==> config.mk <==
export PLATFORM = sky130hd
export DESIGN_NAME = inst_encoder
export DESIGN_NICKNAME = d
export VERILOG_FILES = /design/src/rtl/mips_pkg.sv /design/src/rtl/enc_fifo.sv /design/src/rtl/inst_encoder.sv
export SDC_FILE = /design/constraint.sdc
export NUM_CORES = 1
export LEC_CHECK = 0
export BUFFER_PORTS_ARGS = -buffer_cell sky130_fd_sc_hd__buf_4
export CORE_MARGIN = 5
export CORE_UTILIZATION = 27
export CTS_CLUSTER_SIZE = 10
export DETAILED_ROUTE_END_ITERATION = 12
export PLACE_DENSITY = 0.49
export SLEW_MARGIN = 20
export SYNTH_ARGS = -nofsm -noshare
export SYNTH_HDL_FRONTEND = slang
export SYNTH_SLANG_ARGS = --single-unit
==> constraint.sdc <==
create_clock -name clk -period 3.8 [get_ports clk]
set_input_delay 0.95 -clock clk [delete_from_list [all_inputs] [get_ports clk]]
set_output_delay 0.95 -clock clk [all_outputs]
set_load 0.03 [all_outputs]
==> src/rtl/mips_pkg.sv <==
// Shared MIPS encoding constants: request kinds, primary opcodes and the
// instruction encoder used ahead of the request buffer.
package mips_pkg;

    typedef enum logic [3:0] {
        KIND_RTYPE = 4'd0,
        KIND_ADDI  = 4'd1,
        KIND_ANDI  = 4'd2,
        KIND_LW    = 4'd3,
        KIND_SW    = 4'd4,
        KIND_J     = 4'd5,
        KIND_BEQ   = 4'd6,
        KIND_BNE   = 4'd7,
        KIND_NOP   = 4'd8
    } req_kind_e;

    localparam logic [5:0] OP_RTYPE = 6'b000000;
    localparam logic [5:0] OP_J     = 6'b000010;
    localparam logic [5:0] OP_BEQ   = 6'b000100;
    localparam logic [5:0] OP_BNE   = 6'b000101;
    localparam logic [5:0] OP_ADDI  = 6'b001000;
    localparam logic [5:0] OP_ANDI  = 6'b001100;
    localparam logic [5:0] OP_LW    = 6'b100011;
    localparam logic [5:0] OP_SW    = 6'b101011;

    typedef enum logic {
        WR_IDLE,
        WR_WRITE
    } wr_state_e;

    function automatic logic kind_is_valid(input logic [3:0] kind);
        return kind <= 4'(KIND_NOP);
    endfunction

    // Fields a kind does not use never reach the encoded word.
    function automatic logic [31:0] encode_inst(
        input logic [3:0]  kind,
        input logic [4:0]  rs,
        input logic [4:0]  rt,
        input logic [4:0]  rd,
        input logic [5:0]  funct,
        input logic [15:0] imm,
        input logic [25:0] target
    );
        logic [31:0] w;
        w = '0;
        case (kind)
            KIND_RTYPE: w = {OP_RTYPE, rs, rt, rd, 5'b00000, funct};
            KIND_ADDI:  w = {OP_ADDI, rs, rt, imm};
            KIND_ANDI:  w = {OP_ANDI, rs, rt, imm};
            KIND_LW:    w = {OP_LW, rs, rt, imm};
            KIND_SW:    w = {OP_SW, rs, rt, imm};
            KIND_J:     w = {OP_J, target};
            KIND_BEQ:   w = {OP_BEQ, rs, rt, imm};
            KIND_BNE:   w = {OP_BNE, rs, rt, imm};
            default:    w = '0;
        endcase
        return w;
    endfunction

endpackage

==> src/rtl/enc_fifo.sv <==
// Synchronous FIFO holding encoded instruction words; count is registered so
// fullness reflects only completed pushes and pops.
module enc_fifo #(
    parameter int unsigned WIDTH = 32,
    parameter int unsigned DEPTH = 4
) (
    input  logic                       clk,
    input  logic                       rst_n,
    input  logic                       push_i,
    input  logic [WIDTH-1:0]           data_i,
    input  logic                       pop_i,
    output logic [WIDTH-1:0]           data_o,
    output logic [$clog2(DEPTH):0]     count_o,
    output logic                       full_o,
    output logic                       empty_o
);
    localparam int unsigned AW = $clog2(DEPTH);

    logic [WIDTH-1:0] mem_q [DEPTH];
    logic [AW-1:0]    wr_ptr_q, rd_ptr_q;
    logic [AW:0]      count_q;
    logic             do_push, do_pop;

    assign full_o  = (count_q == (AW+1)'(DEPTH));
    assign empty_o = (count_q == '0);
    assign do_push = push_i && !full_o;
    assign do_pop  = pop_i && !empty_o;
    assign data_o  = mem_q[rd_ptr_q];
    assign count_o = count_q;

    always_ff @(posedge clk or negedge rst_n) begin
        if (!rst_n) begin
            wr_ptr_q <= '0;
            rd_ptr_q <= '0;
            count_q  <= '0;
        end else begin
            if (do_push) wr_ptr_q <= wr_ptr_q + 1'b1;
            if (do_pop)  rd_ptr_q <= rd_ptr_q + 1'b1;
            case ({do_push, do_pop})
                2'b10:   count_q <= count_q + 1'b1;
                2'b01:   count_q <= count_q - 1'b1;
                default: count_q <= count_q;
            endcase
        end
    end

    always_ff @(posedge clk) begin
        if (do_push) mem_q[wr_ptr_q] <= data_i;
    end

endmodule

==> src/rtl/inst_encoder.sv <==
// Encodes instruction requests into 32-bit words, buffers them and writes them
// to consecutive instruction-memory addresses through an IDLE/WRITE handshake.
module inst_encoder
    import mips_pkg::*;
#(
    parameter int unsigned FIFO_DEPTH = 4,
    parameter logic [31:0] RESET_ADDR = 32'h0000_0000
) (
    input  logic        clk,
    input  logic        rst_n,
    input  logic        req_valid,
    output logic        req_ready,
    input  logic [3:0]  req_kind,
    input  logic [4:0]  req_rs,
    input  logic [4:0]  req_rt,
    input  logic [4:0]  req_rd,
    input  logic [5:0]  req_funct,
    input  logic [15:0] req_imm,
    input  logic [25:0] req_target,
    input  logic        base_load,
    input  logic [31:0] base_addr,
    output logic        mem_we,
    output logic [31:0] mem_addr,
    output logic [31:0] mem_wdata,
    input  logic        mem_ack,
    output logic        err_invalid,
    output logic        busy
);
    localparam int unsigned CW = $clog2(FIFO_DEPTH) + 1;

    wr_state_e   state_q, state_d;
    logic [31:0] addr_q;
    logic        err_q;
    logic        accept, kind_ok, push, pop;
    logic        fifo_full, fifo_empty;
    logic [31:0] enc_word, head_word;
    logic [CW-1:0] fifo_count;

    assign accept   = req_valid && req_ready;
    assign kind_ok  = kind_is_valid(req_kind);
    assign push     = accept && kind_ok;
    assign pop      = (state_q == WR_WRITE) && mem_ack;
    assign enc_word = encode_inst(req_kind, req_rs, req_rt, req_rd,
                                  req_funct, req_imm, req_target);

    enc_fifo #(
        .WIDTH (32),
        .DEPTH (FIFO_DEPTH)
    ) u_fifo (
        .clk     (clk),
        .rst_n   (rst_n),
        .push_i  (push),
        .data_i  (enc_word),
        .pop_i   (pop),
        .data_o  (head_word),
        .count_o (fifo_count),
        .full_o  (fifo_full),
        .empty_o (fifo_empty)
    );

    assign req_ready   = !fifo_full;
    assign busy        = !fifo_empty || (state_q == WR_WRITE);
    assign mem_addr    = addr_q;
    assign err_invalid = err_q;

    always_ff @(posedge clk or negedge rst_n) begin
        if (!rst_n) state_q <= WR_IDLE;
        else        state_q <= state_d;
    end

    // Leave WRITE only when this ack drains the last word and nothing refills it.
    always_comb begin
        state_d = state_q;
        case (state_q)
            WR_IDLE:  if (!fifo_empty) state_d = WR_WRITE;
            WR_WRITE: if (mem_ack && (fifo_count == CW'(1)) && !push) state_d = WR_IDLE;
            default:  state_d = WR_IDLE;
        endcase
    end

    always_comb begin
        mem_we    = 1'b0;
        mem_wdata = '0;
        if (state_q == WR_WRITE) begin
            mem_we    = 1'b1;
            mem_wdata = head_word;
        end
    end

    always_ff @(posedge clk or negedge rst_n) begin
        if (!rst_n) begin
            addr_q <= RESET_ADDR;
            err_q  <= 1'b0;
        end else begin
            err_q <= accept && !kind_ok;
            if (pop)                    addr_q <= addr_q + 32'd4;
            else if (base_load && !busy) addr_q <= base_addr;
        end
    end

endmodule
==> impl_metrics.ini <==
[worst_setup_path]
critPathTopFamily = flip-flops
timing.rr.start = u_fifo.count_o[0]
cp_num_cells = 4
arrival_ns = 2.27
path_buf_inv = 2
cp_max_fo = 22
start_kind = register
worst_path_max_delay_cell = dfrtp_2
r2r-end = u_fifo.mem_q[2][8]
required_ns = 2.85
rrSetupSlack_ns = 1.59
end_kind = output pin
crit_start = u_fifo.rd_ptr_q[0]
r2r_cells = 8
crit_end = mem_wdata[31]
slowest_delay_ns = 0.65
critical_path_class = reg -> out
path_cells = buf_12 > mux4_2 > and2_1 > buf_4

[clocking]
root_buffer = clkbuf_16
postCtsSetupRepairBufs = 0
clock_path_buffers = 2
numCtsBuffers = 17
cts_tree = yes
clock_sinks = 165
cts_hold_buf = 0
htree_levels = 4
cts-resized-gates = 0
path_clk_slew_ns = 0.07
clk_latency_ns = 0.43

[yosys]
yosys_warnings = 0
syn_area_um2 = 7600
synth_area_leaders = edfxtp_1 49%, dfrtp_1 14%, mux4_2 9.2%
postSynthAreaPerCell_um2 = 13.8
synth.top_cells.by_count = 124 x edfxtp_1, 61 x nand2_1, 41 x dfrtp_1
synth_ff_type = edfxtp_1
yosys.area.top_type = edfxtp_1
syn_inst = 549
ys_ff_latch = 165
synth.most_common_cell = edfxtp_1
synthDistinctLibCells = 63
netlist.area_leader.share = 0.490
synth_edf_count = 124
async_reset_ff_frac = 0.248
syn_nets = 663
ys_seq_area_frac = 0.625

[placed_design]
post_dp_cell_area_um2 = 9440
pre_cts_ws_ns = 0.968
io_buffers = 170
dpl.hpwl_um = 14600
gp_congestion = 0.796

[sta]
skew_ns = 0.0180
finalMaxSlewViolations = 0
max_slew.worst_pin.slew_ns = 0.980
max_freq_mhz = 311
final.min_clock_period_ns = 3.22
fin_crit_sh = 0.847
slew_headroom = 0.340
whs_ns = 0.488
grt_setup_unrepaired = false
hold_viol = 0
fin_ws_ns = 0.581
fin_tns_setup_ns = 0
setup_violations = 0

[floorplan]
die-area_um2 = 31600
core_area_um2 = 27800
rows = 61
initial_core_util = 0.274
fp.dieH_um = 178
die_w_um = 178
ios = 172

[outcome]
status = completed

[job]
cap_viol_max_count = 0

[worst_hold_path]
min_from = mem_addr[1]
hp-class = reg -> reg

[global_route]
grt_usage = 0.132
grt_overflow_total = 0
antenna_found_initial = 0
grt_pass1_wl_um = 31700
grt_max_degree = 42
grt_pass1_vias = 5347

[cells_and_area]
synthToLayoutAreaGrowth_pct = 32.5
design_area_um2 = 10100
layout-drive-gt1-share = 0.371
fillers = 2766
nets = 839
final_core_util = 0.362
diodes = 0

[routing]
vias = 5292
ant_nets = 0
drt-total-wl_um = 21000
drtPass1Iterations = 6
via_per_inst = 4.74
first_iter_violations = 283
post-route-drc-count = 0
post_drt_wl_per_cell_um = 18.8

[power_and_ir_drop]
leakage_uw = 0.00387
powerDensity_nw_per_um2 = 731
ir_worst_vdd_mv = 0.294
==> flip-flops by register name, summed over array words and instances, names as in the netlist <==
name,cells
err_invalid,1
mem_addr,32
state_q,1
u_fifo.count_o,3
u_fifo.mem_q,124
u_fifo.rd_ptr_q,2
u_fifo.wr_ptr_q,2
==> how the worst min path moves through the flow <==
| stage | endpoint | depth (start not counted) |
|---|---|---|
| CTS | mem_addr[0] | 2 |
| finish | mem_addr[1] | 2 |
| global route | mem_addr[0] | 2 |
| global placement | mem_addr[1] | 2 |
| floorplan | u_fifo.count_o[1] | 2 |
| detailed placement | mem_addr[0] | 2 |
==> worst reg2reg max path, stage by stage, from the launching register on <==
cell	delay [ns]
dfrtp_1	0.42
inv_1	0.08
ha_1	0.26
nand2_1	0.12
nand2_1	0.09
a21oi_1	0.13
buf_4	0.17
and2_2	0.40
buf_12	0.24
==> logic make-up after synthesis <==
kind of cell,share of synthesized area
and+or+nand+nor,0.139
DFF,0.625
AOI/OAI and AO/OA,0.0910
buffers and inverters,0.0242
muxes,0.0947
adders and majority gates,0.0165
xor gates and xnor gates,0.00922
other,0.000493
==> through the flow <==
stage | power [µW] | std cells
after global placement | 5670 | 1084
after global routing | 7770 | 1116
after CTS | 7470 | 1116
after detailed placement | 5680 | 1084
after floorplan | 4490 | 549
final | 7360 | 1116
==> cells in the final DEF, fill, tap and decap left out, drive strengths merged, types with 17 or more instances in the layout <==
cell	n
and2	37
buf	187
clkbuf	17
dfrtp	41
edfxtp	124
inv	18
mux4	31
nand2	61
nand3	18
nand4	19
nor2	28
==> area by class of cell <==
class / instances / area, µm² / area share
Sequential cell: 165 / 4750 / 0.472
Multi-Input combinational cell: 342 / 2710 / 0.269
Timing Repair Buffer: 187 / 1470 / 0.146
Tap cell: 378 / 473 / 0.0470
Clock buffer: 17 / 425 / 0.0422
Clock inverter: 15 / 204 / 0.0203
Inverter: 12 / 45.0 / 0.00447
==> power breakdown <==
part | total [µW] | leakage (µW) | internal (µW) | switching (µW)
combinational | 2930 | 0.00191 | 1280 | 1650
sequential | 2660 | 0.00166 | 2300 | 360
clock | 1780 | 0.000301 | 956 | 826
==> routing by layer <==
metal | vias to the layer above | track usage | share of wire
met4 | 0 | 0.0400 | 0.016
met3 | 20 | 0.0262 | 0.041
li1 | 2499 | - | -
met1 | 2641 | 0.181 | 0.46
met2 | 132 | 0.212 | 0.49
met5 | - | 0 | 0
Power figures use the tool's default switching activity.
